`src/rtl/id_ex_stage_reg.sv`:
```
// ID/EX pipeline register with load-use hazard detection and a saturating bubble counter.
// Latency: one cycle from ID_* to EX_*; LoadUse_Stall is combinational in the same cycle.
// Backpressure: Stall holds the register, Flush or a load-use hazard loads a bubble.
//
// Ports:
//   CLK, RST_n             rising-edge clock, asynchronous active-low reset
//   Stall, Flush           hold request from later stages / squash of the ID slot
//   ID_*                   decoded instruction, operands and control bits from ID
//   EX_*                   registered copies presented to ALU_Control and the ALU
//   LoadUse_Stall          freezes PC and IF/ID while a bubble is inserted
//   BubbleCount            bubbles inserted since reset, saturating at all-ones
module id_ex_stage_reg #(
  parameter int DATA_W = 32,
  parameter int CNT_W  = 16
) (
  input  logic              CLK,
  input  logic              RST_n,
  input  logic              Stall,
  input  logic              Flush,
  input  logic              ID_Valid,
  input  logic [DATA_W-1:0] ID_PC4,
  input  logic [DATA_W-1:0] ID_ReadData1,
  input  logic [DATA_W-1:0] ID_ReadData2,
  input  logic [DATA_W-1:0] ID_ExtImm,
  input  logic [4:0]        ID_rs,
  input  logic [4:0]        ID_rt,
  input  logic [4:0]        ID_rd,
  input  logic [4:0]        ID_sa,
  input  logic [5:0]        ID_func,
  input  logic [3:0]        ID_ALUOp,
  input  logic              ID_UsesRt,
  input  logic              ID_RegDst,
  input  logic              ID_ALUSrcB,
  input  logic              ID_MemRead,
  input  logic              ID_MemWrite,
  input  logic              ID_MemToReg,
  input  logic              ID_RegWrite,
  output logic              EX_Valid,
  output logic [DATA_W-1:0] EX_PC4,
  output logic [DATA_W-1:0] EX_ReadData1,
  output logic [DATA_W-1:0] EX_ReadData2,
  output logic [DATA_W-1:0] EX_ExtImm,
  output logic [4:0]        EX_rs,
  output logic [4:0]        EX_rt,
  output logic [4:0]        EX_rd,
  output logic [4:0]        EX_sa,
  output logic [5:0]        EX_func,
  output logic [3:0]        EX_ALUOp,
  output logic              EX_UsesRt,
  output logic              EX_RegDst,
  output logic              EX_ALUSrcB,
  output logic              EX_MemRead,
  output logic              EX_MemWrite,
  output logic              EX_MemToReg,
  output logic              EX_RegWrite,
  output logic              LoadUse_Stall,
  output logic [CNT_W-1:0]  BubbleCount
);

  typedef struct packed {
    logic              valid;
    logic [DATA_W-1:0] pc4;
    logic [DATA_W-1:0] rd1;
    logic [DATA_W-1:0] rd2;
    logic [DATA_W-1:0] ext_imm;
    logic [4:0]        rs;
    logic [4:0]        rt;
    logic [4:0]        rd;
    logic [4:0]        sa;
    logic [5:0]        func;
    logic [3:0]        alu_op;
    logic              uses_rt;
    logic              reg_dst;
    logic              alu_src_b;
    logic              mem_read;
    logic              mem_write;
    logic              mem_to_reg;
    logic              reg_write;
  } stage_t;

  stage_t            stage_q, stage_d, id_dat;
  logic [CNT_W-1:0]  cnt_q, cnt_d;
  logic              hazard;
  logic              bubble;

  // An invalid ID slot still passes its fields through, but must never
  // commit architectural state downstream.
  always_comb begin
    id_dat            = '{
      valid:      ID_Valid,
      pc4:        ID_PC4,
      rd1:        ID_ReadData1,
      rd2:        ID_ReadData2,
      ext_imm:    ID_ExtImm,
      rs:         ID_rs,
      rt:         ID_rt,
      rd:         ID_rd,
      sa:         ID_sa,
      func:       ID_func,
      alu_op:     ID_ALUOp,
      uses_rt:    ID_UsesRt,
      reg_dst:    ID_RegDst,
      alu_src_b:  ID_ALUSrcB,
      mem_read:   ID_MemRead & ID_Valid,
      mem_write:  ID_MemWrite & ID_Valid,
      mem_to_reg: ID_MemToReg,
      reg_write:  ID_RegWrite & ID_Valid
    };
  end

  // Load in EX whose destination is a source of the ID instruction. $zero is
  // never a real dependency. Suppressed under Flush/Stall: a squashed or
  // held ID instruction must not freeze the front end.
  assign hazard = stage_q.valid & stage_q.mem_read & ID_Valid & (stage_q.rt != 5'd0) &
                  ((stage_q.rt == ID_rs) | (ID_UsesRt & (stage_q.rt == ID_rt)));
  assign LoadUse_Stall = hazard & ~Flush & ~Stall;

  // Flush beats Stall; a load-use bubble only happens when neither is set.
  assign bubble = Flush | LoadUse_Stall;

  always_comb begin
    stage_d = stage_q;
    cnt_d   = cnt_q;
    if (bubble) begin
      stage_d = '0;
      if (cnt_q != {CNT_W{1'b1}}) begin
        cnt_d = cnt_q + CNT_W'(1);
      end
    end else if (!Stall) begin
      stage_d = id_dat;
    end
  end

  always_ff @(posedge CLK or negedge RST_n) begin
    if (!RST_n) begin
      stage_q <= '0;
      cnt_q   <= '0;
    end else begin
      stage_q <= stage_d;
      cnt_q   <= cnt_d;
    end
  end

  assign EX_Valid     = stage_q.valid;
  assign EX_PC4       = stage_q.pc4;
  assign EX_ReadData1 = stage_q.rd1;
  assign EX_ReadData2 = stage_q.rd2;
  assign EX_ExtImm    = stage_q.ext_imm;
  assign EX_rs        = stage_q.rs;
  assign EX_rt        = stage_q.rt;
  assign EX_rd        = stage_q.rd;
  assign EX_sa        = stage_q.sa;
  assign EX_func      = stage_q.func;
  assign EX_ALUOp     = stage_q.alu_op;
  assign EX_UsesRt    = stage_q.uses_rt;
  assign EX_RegDst    = stage_q.reg_dst;
  assign EX_ALUSrcB   = stage_q.alu_src_b;
  assign EX_MemRead   = stage_q.mem_read;
  assign EX_MemWrite  = stage_q.mem_write;
  assign EX_MemToReg  = stage_q.mem_to_reg;
  assign EX_RegWrite  = stage_q.reg_write;
  assign BubbleCount  = cnt_q;

endmodule

```
`config.mk`:
```
export PLATFORM = sky130hd
export DESIGN_NAME = id_ex_stage_reg
export DESIGN_NICKNAME = d
export VERILOG_FILES = /design/src/rtl/id_ex_stage_reg.sv
export SDC_FILE = /design/constraint.sdc
export NUM_CORES = 1
export LEC_CHECK = 0
export BUFFER_PORTS_ARGS = -buffer_cell sky130_fd_sc_hd__buf_2
export CORE_UTILIZATION = 40
export CTS_BUF_LIST = sky130_fd_sc_hd__clkbuf_16
export DETAILED_ROUTE_END_ITERATION = 8
export PLACE_DENSITY = 0.7
export SLEW_MARGIN = 30
export SYNTH_ARGS = -nofsm -noshare
export SYNTH_HDL_FRONTEND = slang
export SYNTH_SLANG_ARGS = --single-unit
```
`constraint.sdc`:
```
create_clock -name CLK -period 4.9 [get_ports CLK]
set_input_delay 0.49 -clock CLK [delete_from_list [all_inputs] [get_ports CLK]]
set_output_delay 0.49 -clock CLK [all_outputs]
set_load 0.005 [all_outputs]
```
==> flow_metrics.env <==
export IMPL_nNetsFinal=1143
export IMPL_num_antenna_cells=0
export IMPL_regToRegStartpoint="EX_rt[2]$_DFFE_PN0P_"
export IMPL_whs_ns=0.151
export IMPL_synth_xor_area_share_pct=2.08
export IMPL_cp_required_ns=4.41
export IMPL_syn_cell_area_um2=7590
export IMPL_postCtsSetupBuffers=0
export IMPL_setup_tns_ns=0
export IMPL_cts_hold_buffers=0
export IMPL_dp_hpwl_mm=13.4
export IMPL_die_h_um=140
export IMPL_drc_errors=0
export IMPL_stdcell_area_um2=10200
export IMPL_synth_top_area_share_pct=60.0
export IMPL_fmax_ghz=0.364
export IMPL_numPlacedInstances=1187
export IMPL_area_delta_synth_final_pct=33.8
export IMPL_period_share_pct=56.1
export IMPL_synth_top_family_by_area="multiplexers"
export IMPL_ios=353
export IMPL_first_global_vias=5655
export IMPL_synth_avg_cell_area_um2=11.9
export IMPL_yosysTopAreaCell="dfrtp_1"
export IMPL_ys_seq_elements=182
export IMPL_fin_skew_ns=0.0131
export IMPL_numPortBuffers=352
export IMPL_worst_pin_slew_ns=0.868
export IMPL_crit_type="reg2out"
export IMPL_postRouteAntennaNets=0
export IMPL_cts_buffers=17
export IMPL_multi_input_area_um2=2840
export IMPL_ys_seq_area_share_pct=60.0
export IMPL_ff2ff_path_depth=7
export IMPL_wl_per_cell_um=15.8
export IMPL_start_util_pct=40.7
export IMPL_grt_pass1_wl_mm=30.6
export IMPL_synthTopCellsByArea="dfrtp_1 60%, mux2i_1 21%, nor2_1 8.4%"
export IMPL_final_seq_area_um2=4550
export IMPL_root_buffer="clkbuf_16"
export IMPL_via_count=5861
export IMPL_cts_max_level=4
export IMPL_grt_start_max_net_pins=106
export IMPL_p_leak_uw=0.00584
export IMPL_yosysMostFrequentCell="dfrtp_1"
export IMPL_max_cap_viol_count=0
export IMPL_synthMuxAreaShare_pct=22.1
export IMPL_power_density_nw_per_um2=354
export IMPL_rows=50
export IMPL_drt_total_wl_mm=19.3
export IMPL_die_width_um=140
export IMPL_report_final_hold_viol_count=0
export IMPL_holdCritPathClass="in2async"
export IMPL_path_max_fanout=8
export IMPL_synth_fa_ha_area_share_pct=0.165
export IMPL_cts_sinks=182
export IMPL_cts_tree="built"
export IMPL_yosys_warnings=0
export IMPL_r2r_slack_ns=2.19
export IMPL_setup_ws_ns=2.15
export IMPL_gp_congestion=0.816
export IMPL_setup_violations=0
export IMPL_critPathArrivalTime_ns=2.26
export IMPL_synth_compound_area_share_pct=1.38
export IMPL_drtPass1Iterations=5
export IMPL_rsz0062_at_grt="false"
export IMPL_fp_coreArea_um2=18600
export IMPL_n_fill_cell=1674
export IMPL_synth_cell_types=37
export IMPL_synth_edf_count=0
export IMPL_slew_violations=0
export IMPL_irDropWorstVdd_uv=220
export IMPL_final_cells=1219
export IMPL_syn_inst=636
export IMPL_slew_headroom_pct=42.1
export IMPL_critPathLaunchType="flop"
export IMPL_cts_resized_gates=0
export IMPL_via_per_inst=4.81
export IMPL_track_usage_pct=19.8
export IMPL_yosys_top_cells_count="182 x dfrtp_1, 170 x nor2_1, 162 x mux2i_1"
export IMPL_yosys_area_share_simple_pct=11.5
export IMPL_clk_pin_slew_worst_paths_ns=0.08
export IMPL_place_area_um2=9530
export IMPL_status="finished, final reports clean"
export IMPL_critPathCaptureType="primary output"
export IMPL_synthFlopType="dfrtp_1"
export IMPL_rr_endpoint="BubbleCount[1]$_DFFE_PN0P_"
export IMPL_drt_iter0_markers=295
export IMPL_insertion_delay_ns=0.42
export IMPL_syn_nets=807
export IMPL_antenna_found_initial=0
export IMPL_grt_ovfl_total=0
export IMPL_min_period_ns=2.75
export IMPL_async_flop_share_pct=100
export IMPL_die_area_um2=19500
export IMPL_preCtsSetupSlack_ns=1.72
export IMPL_cts_buffer_depth=2
export IMPL_drive_gt1_share_pct=40.6
==> placed cells by master (no fill, tap or decap), types with 5 or more instances in the layout <==
master and count:
buf_2 350, dfrtp_1 182, nor2_1 170, mux2i_1 162, clkbuf_16 17, nand3_1 12, xor2_1 10, xnor2_1 8
nand2_1 7, nand4_1 5, mux2_2 5
==> flip-flops by register name, indices dropped and copies added (netlist names), 4 cells and up <==
name and flops:
EX_PC4 32, EX_sa 5, EX_rd 5, BubbleCount 16
EX_rt 5, EX_rs 5, EX_ReadData1 32, EX_func 6
EX_ExtImm 32, EX_ALUOp 4, EX_ReadData2 32
==> logic make-up after synthesis <==
group,Yosys count
AO/OA/AOI/OAI,13
XOR/XNOR,18
adder cells (fa/ha/maj),1
buffers and inverters,44
flip-flops,182
multiplexers,167
AND/OR/NAND/NOR,211
==> how the worst max path moves through the flow <==
stage,startpoint,endpoint,slack (ns)
after floorplan,BubbleCount[0]$_DFFE_PN0P_,BubbleCount[1]$_DFFE_PN0P_,2.83
after global placement,Stall,BubbleCount[1]$_DFFE_PN0P_,1.83
after detailed placement,Stall,BubbleCount[1]$_DFFE_PN0P_,1.72
after CTS,EX_rt[0]$_DFFE_PN0P_,BubbleCount[1]$_DFFE_PN0P_,1.92
after global routing,EX_rt[0]$_DFFE_PN0P_,BubbleCount[1]$_DFFE_PN0P_,1.98
final,EX_rt[2]$_DFFE_PN0P_,LoadUse_Stall,2.15
==> worst max-delay path, stage by stage, from the launching register on <==
cell	delay [ns]
dfrtp_1	0.45
xor2_1	0.19
nor4_1	0.38
a32oi_1	0.22
or2_2	0.42
inv_1	0.08
buf_2	0.10
==> report_power, final <==
group	internal, uW	switching [uW]
combinational	238	247
clock	777	646
sequential	1610	78.2
==> stage by stage <==
stage                     power, uW  utilization [%]
after detailed placement       2200             51.1
final                          3590             54.5
after global placement         2190             51.1
after floorplan                1940                -
after global routing           3760             54.5
after CTS                      3630             54.4
==> routing by layer <==
metal  global-route usage [%]  vias to the layer above  part of all wire (%)
met2                     32.1                      214                    48
met1                     26.3                     2819                    45
met3                     4.13                       23                   5.6
met4                     6.65                        0                   1.8
met5                        0                        -                     0
li1                         -                     2805                     -
==> area by class of cell <==
type / instances / share of cell area, %
flip-flops and latches: 182 / 44.9
clock inverters: 15 / 1.91
multi-input cells: 410 / 27.9
repair buffers: 357 / 18.1
clock buffers: 17 / 4.19
inverters: 4 / 0.148
well taps: 234 / 2.88
No activity file was read; power rests on OpenSTA's default activity.
